File: src/rtl/spi_reg_pkg.sv
// Shared types and constants for the SPI register-access controller.
// Holds the FSM encoding, command-byte layout and the fabric register map.
package spi_reg_pkg;

    typedef enum logic [2:0] {
        ST_IDLE    = 3'd0,
        ST_CMD     = 3'd1,
        ST_WDATA   = 3'd2,
        ST_RD_ISS  = 3'd3,
        ST_RD_WAIT = 3'd4,
        ST_RDATA   = 3'd5
    } state_e;

    localparam int         CMD_RW_BIT    = 7;
    localparam logic [7:0] IDLE_BYTE_DEF = 8'h5A;

    localparam logic [6:0] REG_LED     = 7'h00;
    localparam logic [6:0] REG_SCRATCH = 7'h01;
    localparam logic [6:0] REG_STATUS  = 7'h02;

endpackage

File: src/rtl/sync_2ff.sv
// Generic two-flop synchroniser for a single asynchronous level.
// RESET_VAL sets the inactive level presented while in reset.
module sync_2ff #(
    parameter logic RESET_VAL = 1'b1
) (
    input  logic i_clk,
    input  logic i_rst_n,
    input  logic i_d,
    output logic o_q
);

    logic meta_r;
    logic sync_r;

    // Two-stage capture of the asynchronous input
    always_ff @(posedge i_clk or negedge i_rst_n) begin
        if (!i_rst_n) begin
            meta_r <= RESET_VAL;
            sync_r <= RESET_VAL;
        end else begin
            meta_r <= i_d;
            sync_r <= meta_r;
        end
    end

    assign o_q = sync_r;

endmodule

File: src/rtl/spi_reg_ctrl.sv
// Turns spi_target byte traffic into register accesses: command byte {RW, ADDR}
// followed by data bytes with auto-incrementing address; reads are prefetched.
module spi_reg_ctrl
    import spi_reg_pkg::*;
#(
    parameter int         ADDR_W    = 7,
    parameter logic [7:0] IDLE_BYTE = IDLE_BYTE_DEF,
    parameter int         RD_LAT    = 1
) (
    input  logic              i_clk,
    input  logic              i_rst_n,
    input  logic              i_ss_n,
    input  logic [7:0]        i_rx_data,
    input  logic              i_rx_valid,
    output logic [7:0]        o_tx_data,
    output logic [ADDR_W-1:0] o_bus_addr,
    output logic              o_bus_wr,
    output logic [7:0]        o_bus_wdata,
    output logic              o_bus_rd,
    input  logic [7:0]        i_bus_rdata,
    output logic              o_busy,
    output logic              o_err
);

    localparam logic [1:0] RD_LAT_L = 2'(RD_LAT);

    logic              ss_s;
    logic              ss_prev_r;
    logic              ss_rise_s;
    state_e            state_r;
    state_e            state_nxt_s;
    logic [ADDR_W-1:0] addr_r;
    logic [1:0]        lat_cnt_r;

    sync_2ff #(.RESET_VAL(1'b1)) u_ss_sync (
        .i_clk   (i_clk),
        .i_rst_n (i_rst_n),
        .i_d     (i_ss_n),
        .o_q     (ss_s)
    );

    assign ss_rise_s = ss_s & ~ss_prev_r;

    // Next-state selection; frame end overrides everything
    always_comb begin
        state_nxt_s = state_r;
        if (ss_rise_s) begin
            state_nxt_s = ST_IDLE;
        end else begin
            case (state_r)
                ST_IDLE: begin
                    if (!ss_s) state_nxt_s = ST_CMD;
                    else       state_nxt_s = ST_IDLE;
                end
                ST_CMD: begin
                    if (i_rx_valid) state_nxt_s = i_rx_data[CMD_RW_BIT] ? ST_RD_ISS : ST_WDATA;
                    else            state_nxt_s = ST_CMD;
                end
                ST_WDATA:  state_nxt_s = ST_WDATA;
                ST_RD_ISS: state_nxt_s = ST_RD_WAIT;
                ST_RD_WAIT: begin
                    if (lat_cnt_r == RD_LAT_L) state_nxt_s = ST_RDATA;
                    else                       state_nxt_s = ST_RD_WAIT;
                end
                ST_RDATA: begin
                    if (i_rx_valid) state_nxt_s = ST_RD_ISS;
                    else            state_nxt_s = ST_RDATA;
                end
                default: state_nxt_s = ST_IDLE;
            endcase
        end
    end

    // State, address counter, latency counter and all registered outputs
    always_ff @(posedge i_clk or negedge i_rst_n) begin
        if (!i_rst_n) begin
            state_r     <= ST_IDLE;
            ss_prev_r   <= 1'b1;
            addr_r      <= '0;
            lat_cnt_r   <= 2'd0;
            o_tx_data   <= IDLE_BYTE;
            o_bus_addr  <= '0;
            o_bus_wr    <= 1'b0;
            o_bus_wdata <= 8'h00;
            o_bus_rd    <= 1'b0;
            o_busy      <= 1'b0;
            o_err       <= 1'b0;
        end else begin
            state_r   <= state_nxt_s;
            ss_prev_r <= ss_s;
            o_busy    <= ~ss_s;
            o_bus_wr  <= 1'b0;
            o_bus_rd  <= 1'b0;
            if (ss_rise_s) begin
                o_tx_data <= IDLE_BYTE;
                if ((state_r == ST_RD_ISS) || (state_r == ST_RD_WAIT)) o_err <= 1'b1;
            end else begin
                case (state_r)
                    ST_CMD: begin
                        if (i_rx_valid) addr_r <= i_rx_data[ADDR_W-1:0];
                    end
                    ST_WDATA: begin
                        if (i_rx_valid) begin
                            o_bus_wr    <= 1'b1;
                            o_bus_wdata <= i_rx_data;
                            o_bus_addr  <= addr_r;
                            addr_r      <= addr_r + ADDR_W'(1);
                        end
                    end
                    ST_RD_ISS: begin
                        o_bus_rd   <= 1'b1;
                        o_bus_addr <= addr_r;
                        lat_cnt_r  <= 2'd0;
                        if (i_rx_valid) o_err <= 1'b1;
                    end
                    ST_RD_WAIT: begin
                        // A byte landing here is lost; the fetch still completes
                        if (i_rx_valid) o_err <= 1'b1;
                        if (lat_cnt_r == RD_LAT_L) begin
                            o_tx_data <= i_bus_rdata;
                            addr_r    <= addr_r + ADDR_W'(1);
                        end else begin
                            lat_cnt_r <= lat_cnt_r + 2'd1;
                        end
                    end
                    default: ;
                endcase
            end
        end
    end

endmodule

File: config.mk
export PLATFORM = sky130hd
export DESIGN_NAME = spi_reg_ctrl
export DESIGN_NICKNAME = d
export VERILOG_FILES = /design/src/rtl/spi_reg_pkg.sv /design/src/rtl/sync_2ff.sv /design/src/rtl/spi_reg_ctrl.sv
export SDC_FILE = /design/constraint.sdc
export NUM_CORES = 1
export LEC_CHECK = 0
export BUFFER_PORTS_ARGS = -buffer_cell sky130_fd_sc_hd__buf_2
export CAP_MARGIN = 20
export CORE_AREA = 5 5 66 68
export CTS_BUF_LIST = sky130_fd_sc_hd__clkbuf_2
export CTS_CLUSTER_DIAMETER = 80
export CTS_CLUSTER_SIZE = 30
export DETAILED_ROUTE_END_ITERATION = 6
export DIE_AREA = 0 0 71 73
export PLACE_DENSITY = 0.87
export SLEW_MARGIN = 30
export SYNTH_ARGS = -nofsm -noshare
export SYNTH_HDL_FRONTEND = slang
export SYNTH_SLANG_ARGS = --single-unit
File: constraint.sdc
create_clock -name i_clk -period 2.3 [get_ports i_clk]
set_clock_uncertainty 0.1 [all_clocks]
set_input_delay 0.23 -clock i_clk [delete_from_list [all_inputs] [get_ports i_clk]]
set_output_delay 0.23 -clock i_clk [all_outputs]
set_load 0.1 [all_outputs]
# Word-level counts from Yosys, hierarchy flattened

Cells that the tools add are included.

Bits in registers: 42
Input port bits: 20
Output and inout bits: 27
Logic and storage cells: 73

Add/subtract/negate cells: 2
Equal/unequal tests: 11
Muxes and demuxes: 27
Bitwise logic cells: 4
Reductions and logical operators: 16

Operators with widths:

| operator              | number |
|---|---|
| $mux W7               | 4 |
| $mux W8               | 3 |
| $pmux W7 S3           | 1 |
| $pmux W3 S6           | 1 |
| $pmux W7 S2           | 1 |
| $mux W1               | 12 |
| $reduce_and A3 Y1     | 4 |
| $reduce_bool A2 Y1    | 6 |
| $add A7 B1 Y7 const B | 1 |
| $eq A3 B2 Y1 const B  | 2 |
| $eq A3 B3 Y1 const B  | 2 |
| $mux W3               | 2 |
| $ne A2 B2 Y1 const B  | 3 |
| $reduce_and A5 Y1     | 1 |
| $mux W2               | 2 |
| $ne A2 B1 Y1 const B  | 2 |
| $pmux W2 S2           | 1 |
| $eq A3 B1 Y1 const B  | 1 |
| $logic_not A3 Y1      | 1 |
| $not A1 Y1            | 3 |
| $reduce_bool A3 Y1    | 1 |
| $add A2 B1 Y2 const B | 1 |
| $eq A2 B1 Y1 const B  | 1 |
| $reduce_and A2 Y1     | 1 |
| other kinds (3)       | 3 |

# Depth between registers and ports, before layout

Depth after elaboration: 4
Gate-level depth with buffers: 7
Gate-level depth less buffers: 6

# Hierarchy

Synthesis repeated with hierarchy kept, for this count alone.

Cell total of the unflattened synthesis: 170
Area total of the unflattened synthesis: 1966.9 um^2

By module, submodules not included:

| module       | times used | cells each | area each (um^2) | seq. area each (um^2) |
|---|---|---|---|---|
| spi_reg_ctrl | 1          | 168        | 1914.3           | 1007.2 |
| sync_2ff     | 1          | 2          | 52.6             | 52.6 |

# Worst setup path after synthesis

No wires, ideal clock.

Path kind: flip-flop to flip-flop
From: register lat_cnt_r[0]
To: register addr_r[0]
Data arrival time: 1615 ps
Data required time: 2076 ps
Path slack: 461 ps
Stages on the path, launching flop included: 7
Clock period less this slack: 1839 ps
Cell sequence: dfrtp_1 > ha_1 > nor4bb_2 > buf_6 > o31ai_4 > nor4_1 > a211o_1

Longest elaborated chain between the ends: 3

Ends and longest elaborated chain:

| element                            | line                | RTL |
|---|---|---|
| start: declaration                 | spi_reg_ctrl.sv:33  | `logic [1:0] lat_cnt_r;` |
| start signal: assignment           | spi_reg_ctrl.sv:123 | `lat_cnt_r <= lat_cnt_r + 2'd1;` |
| $eq A2 B1 Y1                       | spi_reg_ctrl.sv:119 | `if (lat_cnt_r == RD_LAT_L) begin` |
| $ne A2 B1 Y1 (no source line)      | n/a                 |  |
| $reduce_and A5 Y1 (no source line) | n/a                 |  |
| end signal: assignment             | spi_reg_ctrl.sv:100 | `if (i_rx_valid) addr_r <= i_rx_data[ADDR_W-1:0];` |
| end signal: assignment             | spi_reg_ctrl.sv:107 | `addr_r <= addr_r + ADDR_W'(1);` |
| end signal: assignment             | spi_reg_ctrl.sv:121 | `addr_r <= addr_r + ADDR_W'(1);` |
| end: declaration                   | spi_reg_ctrl.sv:32  | `logic [ADDR_W-1:0] addr_r;` |

Every way passes these cells.
A chain may end at the register's enable or synchronous reset.

# Worst setup path in the final report

From: register lat_cnt_r[1]
To: register addr_r[2]

The elaborated chain is that of the path after synthesis.

==> flow_summary.ini <==
[worst_setup_path]
timing.rr.end = addr_r[2]$_DFFE_PN0P_
critical-path-max-stage-delay_ns = 0.44
critPathSlowestCell = nor4bb_2
startpoint_type = flip-flop
crit_path_end_kind = flip-flop
reg2reg_from = lat_cnt_r[1]$_DFFE_PN0P_
ff2ff_setup_slack_ns = 0.41
worstPathRequired_ns = 2.49
path_max_fanout = 5
worstPathCellList = inv_1 -> ha_1 -> nor4bb_2 -> nor3_1 -> nor2_1 -> a2bb2oi_1
r2r_cells = 6
arrival_ns = 2.08
crit_type = flip-flop to flip-flop

[global_routing]
grt_max_degree = 43
grt_pass1_wl_um = 7040
grt_util_all_layers = 0.172
grt_pass1_vias = 1526
antenna_found_initial = 0
overflow = 0

[logic_synthesis]
seq_area_frac_synth = 0.539
postSynthCellCount = 170
syn_avg_cell_area_um2 = 11.6
synth_top_flop_cell = dfrtp_1
synth_edf_count = 0
async_flop_share = 1.00
netlist_area_um2 = 1970
yosys_register_bits = 42
yosysWarnings = 0
synth_nets = 192
yosysUniqueCellTypes = 37

[detailed_routing]
avgRoutedWirePerCell_um = 14.1
dr.pass1.iters = 4
vias = 1509
drt_iter0_markers = 96
vias_per_cell = 5.19
antenna_left = 0
totalWireLength_um = 4110
drc = 0

[layout]
antenna_cells = 0
area_growth_pct = 25.8
layout-drive-gt1-share = 0.373
nets = 262

[die]
die_area_um2 = 5180
io_pins = 47
die_y_um = 73
core.rowCount = 23
core_um2 = 3800
die_x_um = 71
initial_core_util = 0.518

[cts]
hold_buffers = 18
cts_resized = 0
root_buffer = clkbuf_2
cts_setup_buffers = 0
clk_pin_slew_ns = 0.18
clock_path_buffers = 2
clock_latency_ns = 0.40
cts_buffers = 5
tritoncts = built
h-tree-depth = 2
cts.sinks = 42

[min_path]
hold_end = o_err$_DFFE_PN0P_
hp-class = primary input to flip-flop
hold_path_startpoint = i_rx_valid
min_path_cells = 3

[status]
status = complete, no violations

[sta]
layout_min_cycle_time_ns = 1.89
setup-tns-final_ns = 0
relSlewSlack = 0.658
finalHoldViolCount = 0
drv_slew = 0
fmax_mhz = 528
setup_viol = 0
worst_pin_slew_ns = 0.514
rsz0062_at_grt = no
fin_crit_sh = 0.823

[placement]
gp_congestion = 0.826
hpwl_um = 2800
port_buffers = 46

[flow_run]
max_cap_violations = 0
-- per-stage QoR --
stage | cells | cell area [um^2] | setup slack (ns) | hold WS (ns) | util
2_1_floorplan | 170 | 1970 | 0.461 | -0.166 | -
3_3_place_gp | 265 | 2260 | 0.478 | 0.235 | 0.594
3_5_place_dp | 265 | 2260 | 0.420 | 0.247 | 0.594
4_1_cts | 291 | 2470 | 0.410 | 0.0402 | 0.651
5_1_grt | 291 | 2470 | 0.240 | 0.100 | 0.652
6_report | 291 | 2470 | 0.406 | 0.0698 | 0.652
-- layout make-up --
type                    instances  area, um^2
clock buffers                   5        25.0
clock inverters                 3        11.3
fillers                       309        1320
inverters                       3        11.3
multi-input cells             118         847
flip-flops and latches         42        1060
well taps                      50        62.6
repair buffers                 70         458
-- worst max-delay path, delay by kind of cell (launching register included) --
family / cells / cell delay, ns
AOI/OAI and AO/OA: 1 / 0.11
adders and majority gates: 1 / 0.23
buffers and inverters: 1 / 0.08
DFF: 1 / 0.43
and+or+nand+nor: 3 / 0.85
-- cells by family after synthesis --
logic type	synth area share
and+or+nand+nor	0.197
DFF	0.539
AOI/OAI and AO/OA	0.101
muxes	0.112
buffers and inverters	0.0305
adders and majority gates	0.0127
xor gates and xnor gates	0.00827
-- flip-flops by register name (all words and copies together) (netlist names) --
signal / flops
addr_r: 7
state_r: 3
o_busy: 1
u_ss_sync.o_q: 1
lat_cnt_r: 2
ss_prev_r: 1
o_bus_rd: 1
o_bus_wr: 1
o_tx_data: 8
o_bus_addr: 7
o_err: 1
o_bus_wdata: 8
u_ss_sync.meta_r: 1
-- how the worst max path moves through the flow --
stage / from / end / depth (start not counted)
5_1_grt: lat_cnt_r[1]$_DFFE_PN0P_ / addr_r[3]$_DFFE_PN0P_ / 6
3_3_place_gp: lat_cnt_r[0]$_DFFE_PN0P_ / addr_r[0]$_DFFE_PN0P_ / 5
3_5_place_dp: lat_cnt_r[1]$_DFFE_PN0P_ / addr_r[0]$_DFFE_PN0P_ / 6
4_1_cts: lat_cnt_r[0]$_DFFE_PN0P_ / addr_r[0]$_DFFE_PN0P_ / 5
2_1_floorplan: lat_cnt_r[0]$_DFFE_PN0P_ / addr_r[0]$_DFFE_PN0P_ / 6
6_report: lat_cnt_r[1]$_DFFE_PN0P_ / addr_r[2]$_DFFE_PN0P_ / 6
-- routing by layer --
metal	global-route usage	vias up	routed length, um
li1	-	746	-
met1	0.218	721	1780
met2	0.286	35	2060
met3	0.0386	7	208
met4	0.0710	0	72
met5	0	-	0
-- synthesized netlist by cell type (2+ instances only) --
library cell / instances / area [um^2]
dfstp_2: 7 / 184
o2bb2ai_1: 2 / 17.5
ha_1: 2 / 25.0
nand2b_1: 2 / 12.5
nor3_1: 5 / 25.0
o21ai_0: 3 / 15.0
nand2_1: 24 / 90.1
nor2_4: 2 / 22.5
inv_1: 3 / 11.3
nor4_1: 2 / 12.5
nor2b_1: 3 / 18.8
buf_6: 2 / 22.5
dfrtp_1: 35 / 876
nand3_1: 6 / 30.0
clkbuf_1: 3 / 11.3
a2bb2oi_1: 5 / 43.8
nor2_1: 9 / 33.8
nor3b_1: 2 / 15.0
buf_4: 2 / 15.0
and3_1: 4 / 25.0
mux2_2: 16 / 180
a21oi_1: 12 / 60.1
mux2i_1: 4 / 40.0
nor4bb_4: 2 / 50.1
-- placed cells by master, fill, tap and decap left out, types with 2 or more instances in the layout --
cell type and count:
a21oi_1 12, a2bb2oi_1 5, and3_1 4, buf_2 45
buf_4 7, clkbuf_2 5, clkinv_1 3, dfrtp_1 35
dfstp_2 7, dlygate4sd3_1 18, ha_1 2, inv_1 3
mux2_2 16, mux2i_1 4, nand2_1 24, nand2b_1 2
nand3_1 6, nor2_1 9, nor2_4 2, nor2b_1 3
nor3_1 5, nor3b_1 2, nor4_1 2, nor4bb_4 2
o21ai_0 3, o2bb2ai_1 2
Power is not shown: default switching activity piles up to over one toggle a cycle in this logic, so the estimate is an artifact.
